### src/rtl/rk4_step_scheduler_pkg.sv
// rk4_step_scheduler_pkg: FSM state type, stage/offset/weight codes and stage decodes for the RK4 step scheduler
package rk4_step_scheduler_pkg;
  typedef enum logic [2:0] {
    S_IDLE, S_ARMED, S_ISSUE, S_WAIT, S_ACC, S_UPDATE, S_FAULT
  } rk4_sched_state_t;
  localparam logic [1:0] STAGE_K1 = 2'd0;
  localparam logic [1:0] STAGE_K2 = 2'd1;
  localparam logic [1:0] STAGE_K3 = 2'd2;
  localparam logic [1:0] STAGE_K4 = 2'd3;
  localparam logic [1:0] HSEL_NONE = 2'd0;
  localparam logic [1:0] HSEL_HALF = 2'd1;
  localparam logic [1:0] HSEL_FULL = 2'd2;
  localparam logic [1:0] WEIGHT_X1 = 2'd0;
  localparam logic [1:0] WEIGHT_X2 = 2'd1;
  localparam logic [7:0] TIMEOUT_MAX_DEF = 8'd200;
  function automatic logic [1:0] hsel_of(input logic [1:0] s);
    return s == STAGE_K1 ? HSEL_NONE : s == STAGE_K4 ? HSEL_FULL : HSEL_HALF;
  endfunction
  function automatic logic [1:0] weight_of(input logic [1:0] s);
    return (s == STAGE_K2 || s == STAGE_K3) ? WEIGHT_X2 : WEIGHT_X1;
  endfunction
endpackage

### src/rtl/rk4_step_scheduler_if.sv
// rk4_step_scheduler_if: scheduler <-> f(t,y) datapath link; master = scheduler (drives launch/stage/accumulate/commit), slave = datapath (returns f_done)
interface rk4_step_scheduler_if;
  logic f_start;
  logic f_done;
  logic [1:0] stage;
  logic [1:0] h_sel;
  logic [1:0] acc_weight;
  logic acc_en;
  logic y_update;
  modport master(output f_start, stage, h_sel, acc_weight, acc_en, y_update, input f_done);
  modport slave(input f_start, stage, h_sel, acc_weight, acc_en, y_update, output f_done);
endinterface

### src/rtl/rk4_step_scheduler_wait_timer.sv
// rk4_step_scheduler_wait_timer: 8-bit clear/increment counter; ports clk_in, reset, clr, inc in, expire out (count == TIMEOUT_MAX)
module rk4_step_scheduler_wait_timer
  import rk4_step_scheduler_pkg::*;
#(
  parameter logic [7:0] TIMEOUT_MAX = TIMEOUT_MAX_DEF
) (
  input  logic clk_in,
  input  logic reset,
  input  logic clr,
  input  logic inc,
  output logic expire
);
  logic [7:0] cnt;
  always_ff @(posedge clk_in or posedge reset)
    if (reset) cnt <= '0;
    else if (clr) cnt <= '0;
    else if (inc) cnt <= cnt + 8'd1;
  assign expire = cnt == TIMEOUT_MAX;
endmodule

### src/rtl/rk4_step_scheduler.sv
// rk4_step_scheduler: per tick, issues k1..k4 evaluations, accumulates, commits y/t; counts steps, flags overrun and WAIT timeout.
// Ports: clk_in, reset (async high), start, abort, num_steps, tick in; dp (datapath master modport);
// busy, run_done, step_count, overrun, timeout_err out. All outputs registered.
module rk4_step_scheduler
  import rk4_step_scheduler_pkg::*;
#(
  parameter int STEP_W = 16,
  parameter logic [7:0] TIMEOUT_MAX = TIMEOUT_MAX_DEF
) (
  input  logic clk_in,
  input  logic reset,
  input  logic start,
  input  logic abort,
  input  logic [STEP_W-1:0] num_steps,
  input  logic tick,
  rk4_step_scheduler_if.master dp,
  output logic busy,
  output logic run_done,
  output logic [STEP_W-1:0] step_count,
  output logic overrun,
  output logic timeout_err
);
  rk4_sched_state_t state;
  logic [STEP_W-1:0] n_steps;
  logic [STEP_W-1:0] next_count;
  logic expire;
  assign next_count = step_count + 1'b1;
  // timer restarts during ISSUE so WAIT always begins counting from zero
  rk4_step_scheduler_wait_timer #(.TIMEOUT_MAX(TIMEOUT_MAX)) u_timer (
    .clk_in(clk_in),
    .reset(reset),
    .clr(state == S_ISSUE),
    .inc(state == S_WAIT && !dp.f_done),
    .expire(expire)
  );
  always_ff @(posedge clk_in or posedge reset)
    if (reset) begin
      state <= S_IDLE;
      n_steps <= '0;
      step_count <= '0;
      busy <= 1'b0;
      run_done <= 1'b0;
      overrun <= 1'b0;
      timeout_err <= 1'b0;
      dp.f_start <= 1'b0;
      dp.acc_en <= 1'b0;
      dp.y_update <= 1'b0;
      dp.stage <= STAGE_K1;
      dp.h_sel <= HSEL_NONE;
      dp.acc_weight <= WEIGHT_X1;
    end else begin
      dp.f_start <= 1'b0;
      dp.acc_en <= 1'b0;
      dp.y_update <= 1'b0;
      run_done <= 1'b0;
      // a tick landing mid-step is dropped but remembered
      if (!abort && tick && state inside {S_ISSUE, S_WAIT, S_ACC, S_UPDATE}) overrun <= 1'b1;
      if (abort) begin
        state <= S_IDLE;
        busy <= 1'b0;
        dp.stage <= STAGE_K1;
        dp.h_sel <= HSEL_NONE;
        dp.acc_weight <= WEIGHT_X1;
      end else
        case (state)
          S_IDLE, S_FAULT:
            if (start && num_steps != '0) begin
              state <= S_ARMED;
              busy <= 1'b1;
              n_steps <= num_steps;
              step_count <= '0;
              overrun <= 1'b0;
              timeout_err <= 1'b0;
              dp.stage <= STAGE_K1;
              dp.h_sel <= hsel_of(STAGE_K1);
              dp.acc_weight <= weight_of(STAGE_K1);
            end else if (start) begin
              state <= S_IDLE;
              run_done <= 1'b1;
            end
          S_ARMED:
            if (tick) begin
              state <= S_ISSUE;
              dp.f_start <= 1'b1;
              dp.stage <= STAGE_K1;
              dp.h_sel <= hsel_of(STAGE_K1);
              dp.acc_weight <= weight_of(STAGE_K1);
            end
          S_ISSUE: state <= S_WAIT;
          S_WAIT:
            if (dp.f_done) begin
              state <= S_ACC;
              dp.acc_en <= 1'b1;
            end else if (expire) begin
              state <= S_FAULT;
              busy <= 1'b0;
              timeout_err <= 1'b1;
              dp.stage <= STAGE_K1;
              dp.h_sel <= HSEL_NONE;
              dp.acc_weight <= WEIGHT_X1;
            end
          S_ACC:
            if (dp.stage == STAGE_K4) begin
              state <= S_UPDATE;
              dp.y_update <= 1'b1;
            end else begin
              state <= S_ISSUE;
              dp.f_start <= 1'b1;
              dp.stage <= dp.stage + 2'd1;
              dp.h_sel <= hsel_of(dp.stage + 2'd1);
              dp.acc_weight <= weight_of(dp.stage + 2'd1);
            end
          S_UPDATE: begin
            step_count <= next_count;
            if (next_count == n_steps) begin
              state <= S_IDLE;
              busy <= 1'b0;
              run_done <= 1'b1;
              dp.stage <= STAGE_K1;
              dp.h_sel <= HSEL_NONE;
              dp.acc_weight <= WEIGHT_X1;
            end else state <= S_ARMED;
          end
          default: state <= S_IDLE;
        endcase
    end
endmodule

### src/flat_wrapper.sv
// flat-port wrapper written by rule: the top's interface ports become plain ports
module rk4_step_scheduler_flat import rk4_step_scheduler_pkg::*;
#(
  parameter int STEP_W = 16,
  parameter logic [7:0] TIMEOUT_MAX = TIMEOUT_MAX_DEF
)
  (clk_in, reset, start, abort, num_steps, tick, busy, run_done, step_count, overrun, timeout_err, dp_f_start, dp_stage, dp_h_sel, dp_acc_weight, dp_acc_en, dp_y_update, dp_f_done);
  rk4_step_scheduler_if dp_i ();
  input  logic clk_in;
  input  logic reset;
  input  logic start;
  input  logic abort;
  input  logic [STEP_W-1:0] num_steps;
  input  logic tick;
  output logic busy;
  output logic run_done;
  output logic [STEP_W-1:0] step_count;
  output logic overrun;
  output logic timeout_err;
  output wire logic [$bits(dp_i.f_start)-1:0] dp_f_start;
  output wire logic [$bits(dp_i.stage)-1:0] dp_stage;
  output wire logic [$bits(dp_i.h_sel)-1:0] dp_h_sel;
  output wire logic [$bits(dp_i.acc_weight)-1:0] dp_acc_weight;
  output wire logic [$bits(dp_i.acc_en)-1:0] dp_acc_en;
  output wire logic [$bits(dp_i.y_update)-1:0] dp_y_update;
  input wire logic [$bits(dp_i.f_done)-1:0] dp_f_done;
  assign dp_f_start = dp_i.f_start;
  assign dp_stage = dp_i.stage;
  assign dp_h_sel = dp_i.h_sel;
  assign dp_acc_weight = dp_i.acc_weight;
  assign dp_acc_en = dp_i.acc_en;
  assign dp_y_update = dp_i.y_update;
  assign dp_i.f_done = dp_f_done;
  rk4_step_scheduler #(.STEP_W(STEP_W), .TIMEOUT_MAX(TIMEOUT_MAX)) u_core (.clk_in(clk_in), .reset(reset), .start(start), .abort(abort), .num_steps(num_steps), .tick(tick), .dp(dp_i), .busy(busy), .run_done(run_done), .step_count(step_count), .overrun(overrun), .timeout_err(timeout_err));
endmodule
### config.mk
export PLATFORM = sky130hd
export DESIGN_NAME = rk4_step_scheduler_flat
export DESIGN_NICKNAME = d
export VERILOG_FILES = /design/src/rtl/rk4_step_scheduler_pkg.sv /design/src/rtl/rk4_step_scheduler_if.sv /design/src/rtl/rk4_step_scheduler_wait_timer.sv /design/src/rtl/rk4_step_scheduler.sv /design/src/flat_wrapper.sv
export SDC_FILE = /design/constraint.sdc
export NUM_CORES = 1
export LEC_CHECK = 0
export ABC_CLOCK_PERIOD_IN_PS = 4100
export CORE_MARGIN = 10
export CORE_UTILIZATION = 58
export DETAILED_ROUTE_END_ITERATION = 10
export PLACE_DENSITY = 0.87
export SLEW_MARGIN = 20
export SYNTH_ARGS = -nofsm -noshare
export SYNTH_HDL_FRONTEND = slang
export SYNTH_SLANG_ARGS = --single-unit
### constraint.sdc
create_clock -name clk_in -period 4.1 [get_ports clk_in]
set_input_delay 1.23 -clock clk_in [delete_from_list [all_inputs] [get_ports clk_in]]
set_output_delay 1.23 -clock clk_in [all_outputs]
set_load 0.1 [all_outputs]
==> run metrics, run 1 <==
max-slew violations=0; cell area after synthesis=0.003237 mm^2; drt total wl=7.687 mm; Yosys reg bits=54; vias in the first global route=2594; kind of critical path=in -> reg; CP max FO=14; Via density=6.006; die area=0.008969 mm^2; routed wl met2=3.580 mm; initial drt markers=201; Post-CTS Setup Bufs=0; Core Region=0.005473 mm^2; total power=1.733 mW; Critical Path Start Type=primary input; PostCTS Resize Cnt=0; register area=0.001351 mm^2; Multi-input gate area=0.001762 mm^2; run status=complete, no violations; WP data arrival=3.68 ns; number of setup violations in the final report=0; GRT Residual Overflow=0; CTS buffer count=5; worst hold slack=0.5063 ns; critical path startpoint=num_steps[10]; post-placement cell count=456; met3 WL=592 um; synth cell count leaders=dfrtp_1 (54), o21ai_0 (35), nand2_1 (33), nor2_1 (27), mux2_2 (18); sequential fraction of the synthesis area=0.4175; Layout area overhead=18.17%; Synth top area share=0.4175; CTS max path bufs=2; HPWL Detailed=5.822 mm; Hold Path Stages=1; Fill cells=443; pre-CTS WS=0.4147 ns; post-synthesis cell type count=50; CP delay by family, top=simple AND/OR/NAND/NOR gates; IO Count=51; All-Layer GR Usage=0.1770; CP Data Required Time=4.33 ns; Yosys top cell by area=dfrtp_1; R2R cell count=6; reg2reg end=u_core.step_count[13]; Setup Total Neg Slack=0 ns; global-route wire length before repair=12.92 mm; final hold vios=0; setup ws final=0.6535 ns; most used cell, CP=o21ai_0; Die Span Y=94.71 um; hold path endpoint=u_core.overrun; MaxCap Viol Count=0; Num Clock Sinks=54; largest net degree at the start of global routing=38; Pre-antenna DRT Iters=4; min Tclk post-route=3.446 ns; Hold WC Path Type=reg -> reg; latest clock arrival within the worst-skew pair=0.31 ns; CTS tree=built; synth top area cells=dfrtp_1 (42%), mux2_2 (6.3%), o21ai_0 (5.4%), xor2_1 (4.1%), nand2_1 (3.8%); vias=2787; row cnt=27; I/O Buffers=49; FF-to-FF Start=u_core.state[1]; DRC=0; ANT cells=0; Syn Inst Count=351; Avg WL per Cell=16.57 um; slowest CP cell=nor4_1; leakage=1.593 nW; Power Density=453.1 mW/mm^2; RSZ-0062 raised after global routing=false; CP max stage delay=0.47 ns; H-tree levels=2; antenna viol nets, final=0; Final Cycle Share=0.8406; hold buffer count at cts=0; fraction of registers with async set/reset=1.000; Die Wd=94.71 um; nets=418; Hold Crit Start=u_core.overrun; Post-Syn Nets=378; Non-Filler Instances=464; fraction of layout instances using a drive strength above 1=0.1301; M1 WL=3.405 mm; Starting Density=0.5914; uppermost layer routed=met4; number of flops mapped to enable cells by yosys=0; endpoint type of the worst setup path=flop; Max Clock Freq=290.2 MHz; cell with the most instances after synthesis=dfrtp_1; Rel. slew slack=0.3261; VDD IR max=0.2273 mV; Critical Path, Cell by Cell=clkdlybuf4s50_1 -> nor4_1 -> nand4_1 -> nand4b_1 -> and2_1 -> o21ai_0 -> o21ai_0; Post-synth top flop=dfrtp_1; worst reg2reg setup slack=1.45 ns; global placer's final weighted congestion=0.9178; clk root buf=clkbuf_8; Mapped Avg Cell Area=9.222 um^2; actual slew at the worst max-slew pin=1.008 ns; synth warn=0; Buf/Inv on CP=1; Worst Clk Skew=0.003483 ns; initial antenna violation count=0; Clock transition at path regs=0.10 ns
==> through the flow <==
step | cell area [um^2] | util
after floorplan | 3237 | -
after global placement | 3730 | 0.6815
after detailed placement | 3730 | 0.6815
after CTS | 3825 | 0.6989
after global routing | 3825 | 0.6989
final | 3825 | 0.6989
==> cell usage in the layout, fill, tap and decap left out, types with 6 or more instances in the layout <==
| cell type | count |
|---|---|
| clkdlybuf4s50_1 | 38 |
| nand2b_1 | 7 |
| nor4_1 | 6 |
| o211ai_1 | 6 |
| nand2_1 | 33 |
| a21oi_1 | 10 |
| nand4_1 | 11 |
| nand3_1 | 12 |
| a31oi_1 | 6 |
| nor3_1 | 7 |
| nor2_1 | 27 |
| clkbuf_8 | 6 |
| o31ai_1 | 6 |
| dfrtp_1 | 54 |
| buf_4 | 17 |
| xor2_1 | 15 |
| xnor2_1 | 13 |
| nor2b_1 | 6 |
| o21ai_0 | 35 |
| mux2_2 | 18 |
==> metal layers <==
metal,vias to the layer above,track usage
met3,10,0.04044
li1,1351,-
met4,0,0.05736
met1,1332,0.2374
met2,94,0.2769
met5,-,0
==> report_power, final <==
part / leakage, nW / switching, mW / internal [mW] / total [mW]
clock network: 0.0472 / 0.185 / 0.136 / 0.321
logic: 0.831 / 0.354 / 0.286 / 0.640
registers: 0.715 / 0.131 / 0.641 / 0.772
==> how the worst max path moves through the flow <==
| stage | end | slack, ns | depth (start not counted) |
|---|---|---|---|
| after global placement | u_core.step_count[4] | 0.51 | 7 |
| after global routing | u_core.step_count[6] | 0.49 | 7 |
| after floorplan | u_core.dp.stage[0] | 1.21 | 8 |
| final | u_core.step_count[13] | 0.65 | 7 |
| after CTS | u_core.step_count[13] | 0.72 | 7 |
| after detailed placement | u_core.step_count[13] | 0.41 | 7 |
==> flip-flops by register name (all words and copies together) (netlist names) <==
signal and flops:
u_core.n_steps 16, u_core.dp.f_start 1, u_core.dp.stage 2, u_core.dp.acc_weight 1, u_core.timeout_err 1, u_core.dp.y_update 1
u_core.step_count 16, u_core.dp.h_sel 1, u_core.state 3, u_core.run_done 1, u_core.overrun 1, u_core.u_timer.cnt 8
u_core.dp.acc_en 1, u_core.busy 1
==> cells by family after synthesis <==
family | share of synthesized area
mux | 0.06262
buf+inv | 0.03827
other cells | 0.001159
compound gates | 0.1461
fa+ha+maj | 0.01933
flops | 0.4175
xor+xnor | 0.07576
simple gates | 0.2393
==> layout make-up <==
cell class / instances / area share
multi-input cells: 270 / 0.4606
flip-flops and latches: 54 / 0.3533
repair buffers: 55 / 0.1328
well taps: 72 / 0.02355
clock buffers: 6 / 0.02159
inverters: 5 / 0.004907
clock inverters: 2 / 0.003271
No activity file was read; power rests on OpenSTA's default activity.
==> run 2, diff against run 1 <==
- ABC_CLOCK_PERIOD_IN_PS: 4100 -> 3600
- CORE_UTILIZATION: 58 -> 54
- PLACE_DENSITY: 0.87 -> 0.82
- clock period: 4.1 -> 3.6 ns (I/O delays scaled with it)
==> run metrics, run 2 (same netlist as run 1, synthesis figures left out) <==
vias=2826; I/O Buffers=49; most frequent cells in the layout=dfrtp_1 (54), buf_4 (37), o21ai_0 (35); kind of critical path=in -> reg; fraction of layout instances using a drive strength above 1=0.1772; final core utilization=0.6465; global placer's final weighted congestion=0.8595; register area=0.001351 mm^2; CTS tree=built; commonest non-fill, non-tap cell in the layout=dfrtp_1; Num Clock Sinks=54; DRC=0; IO Count=51; CP max FO=7; MaxCap Viol Count=0; H-tree levels=2; global-route wire length before repair=12.31 mm; actual slew at the worst max-slew pin=0.6785 ns; max-slew violations=0; Clock transition at path regs=0.10 ns; RSZ-0062 raised after global routing=false; Via density=6.013; Pre-antenna DRT Iters=5; run status=complete, no violations; HPWL Detailed=5.625 mm; Hold WC Path Type=reg -> reg; hold buffer count at cts=0; clk root buf=clkbuf_8; endpoint type of the worst setup path=flop; ANT cells=0; Fill cells=491; VDD IR max=0.3032 mV; drt total wl=7.544 mm; vias in the first global route=2538; Largest regs=u_core.n_steps: 16 flops, u_core.step_count: 16 flops, u_core.u_timer.cnt: 8 flops; Starting Density=0.5500; CTS buffer count=5; antenna viol nets, final=0; Core Region=0.005886 mm^2; latest clock arrival within the worst-skew pair=0.31 ns; final hold vios=0; All-Layer GR Usage=0.1493; Die Wd=97.42 um; Setup Total Neg Slack=0 ns; CP Data Required Time=3.82 ns; leakage=1.642 nW; min Tclk post-route=3.169 ns; Rel. slew slack=0.5476; Die Span Y=97.42 um; Avg WL per Cell=16.05 um; Multi-input gate area=0.001762 mm^2; Critical Path Start Type=primary input; nets=421; initial drt markers=240; initial antenna violation count=0; die area=0.009491 mm^2; number of setup violations in the final report=0; PostCTS Resize Cnt=0; largest net degree at the start of global routing=55; Final Cycle Share=0.8803; row cnt=28; Max Clock Freq=315.6 MHz; WP data arrival=3.39 ns; Layout area overhead=17.55%; CTS max path bufs=2; Post-CTS Setup Bufs=0; Power Density=512.8 mW/mm^2; GRT Residual Overflow=0; Worst Clk Skew=0.006509 ns
## run 2: cell types whose count changed in the layout (fill, tap and decap cells not counted), sizes merged
cell           change
clkdlybuf4s50     -17
buf               +20
clkinvlp           -1
clkbuf             +1
## run 2: final cells by class
class                           instances  share of cell area
Inverter                                5            0.004933
Clock buffer                            7             0.02269
Sequential cell                        54              0.3551
Clock inverter                          1            0.001315
Multi-Input combinational cell        270              0.4630
Tap cell                               75             0.02466
Timing Repair Buffer                   58              0.1282
## run 2: worst max-delay path, stage by stage
cell and delay (ns):
clkdlybuf4s50_1 0.42, nor4_1 0.60, nand4_1 0.32, a21bo_2 0.29, o2111ai_1 0.23, mux2_2 0.39, o31ai_1 0.06
## run 2: per-layer routing
layer  GRT usage  vias up  wire, um
met4     0.04139        0        54
met3     0.03343        5       497
li1            -     1350         -
met2      0.2330       97      3458
met5           0        -         0
met1      0.2019     1374      3533
## run 2: final timing paths
| path | depth (start not counted) | slack, ns | end | from |
|---|---|---|---|---|
| hold / removal | 1 | 0.53 | u_core.overrun | u_core.overrun |
| setup reg to reg | 7 | 1.03 | u_core.dp.stage[0] | u_core.step_count[0] |
| max in group asynchronous | 3 | 1.87 | u_core.state[1] | reset |
| hold reg to reg | 1 | 0.53 | u_core.overrun | u_core.overrun |
| setup / recovery | 7 | 0.43 | u_core.dp.h_sel[1] | num_steps[11] |
| min in group asynchronous | 3 | 1.28 | u_core.u_timer.cnt[7] | reset |
## run 2: stage by stage
stage          instances  worst slack [ns]  cell area (um^2)  total power [mW]  hold WS [ns]
3_5_place_dp         462            0.1968              3714             1.606        0.4879
3_3_place_gp         462            0.1953              3714             1.586        0.4770
6_report             470            0.4310              3805             1.951        0.5253
4_1_cts              470            0.5034              3805             1.959        0.5211
2_1_floorplan        351            0.7133              3237             1.433        0.4961
5_1_grt              470            0.2924              3805             2.060        0.5630
## run 2: report_power, final
group          total [mW]  leakage [nW]  internal (mW)  switching (mW)
Sequential          0.880         0.715          0.730           0.150
Clock               0.351        0.0482          0.156           0.195
Combinational       0.720         0.879          0.324           0.396
Total                1.95          1.64           1.21           0.741
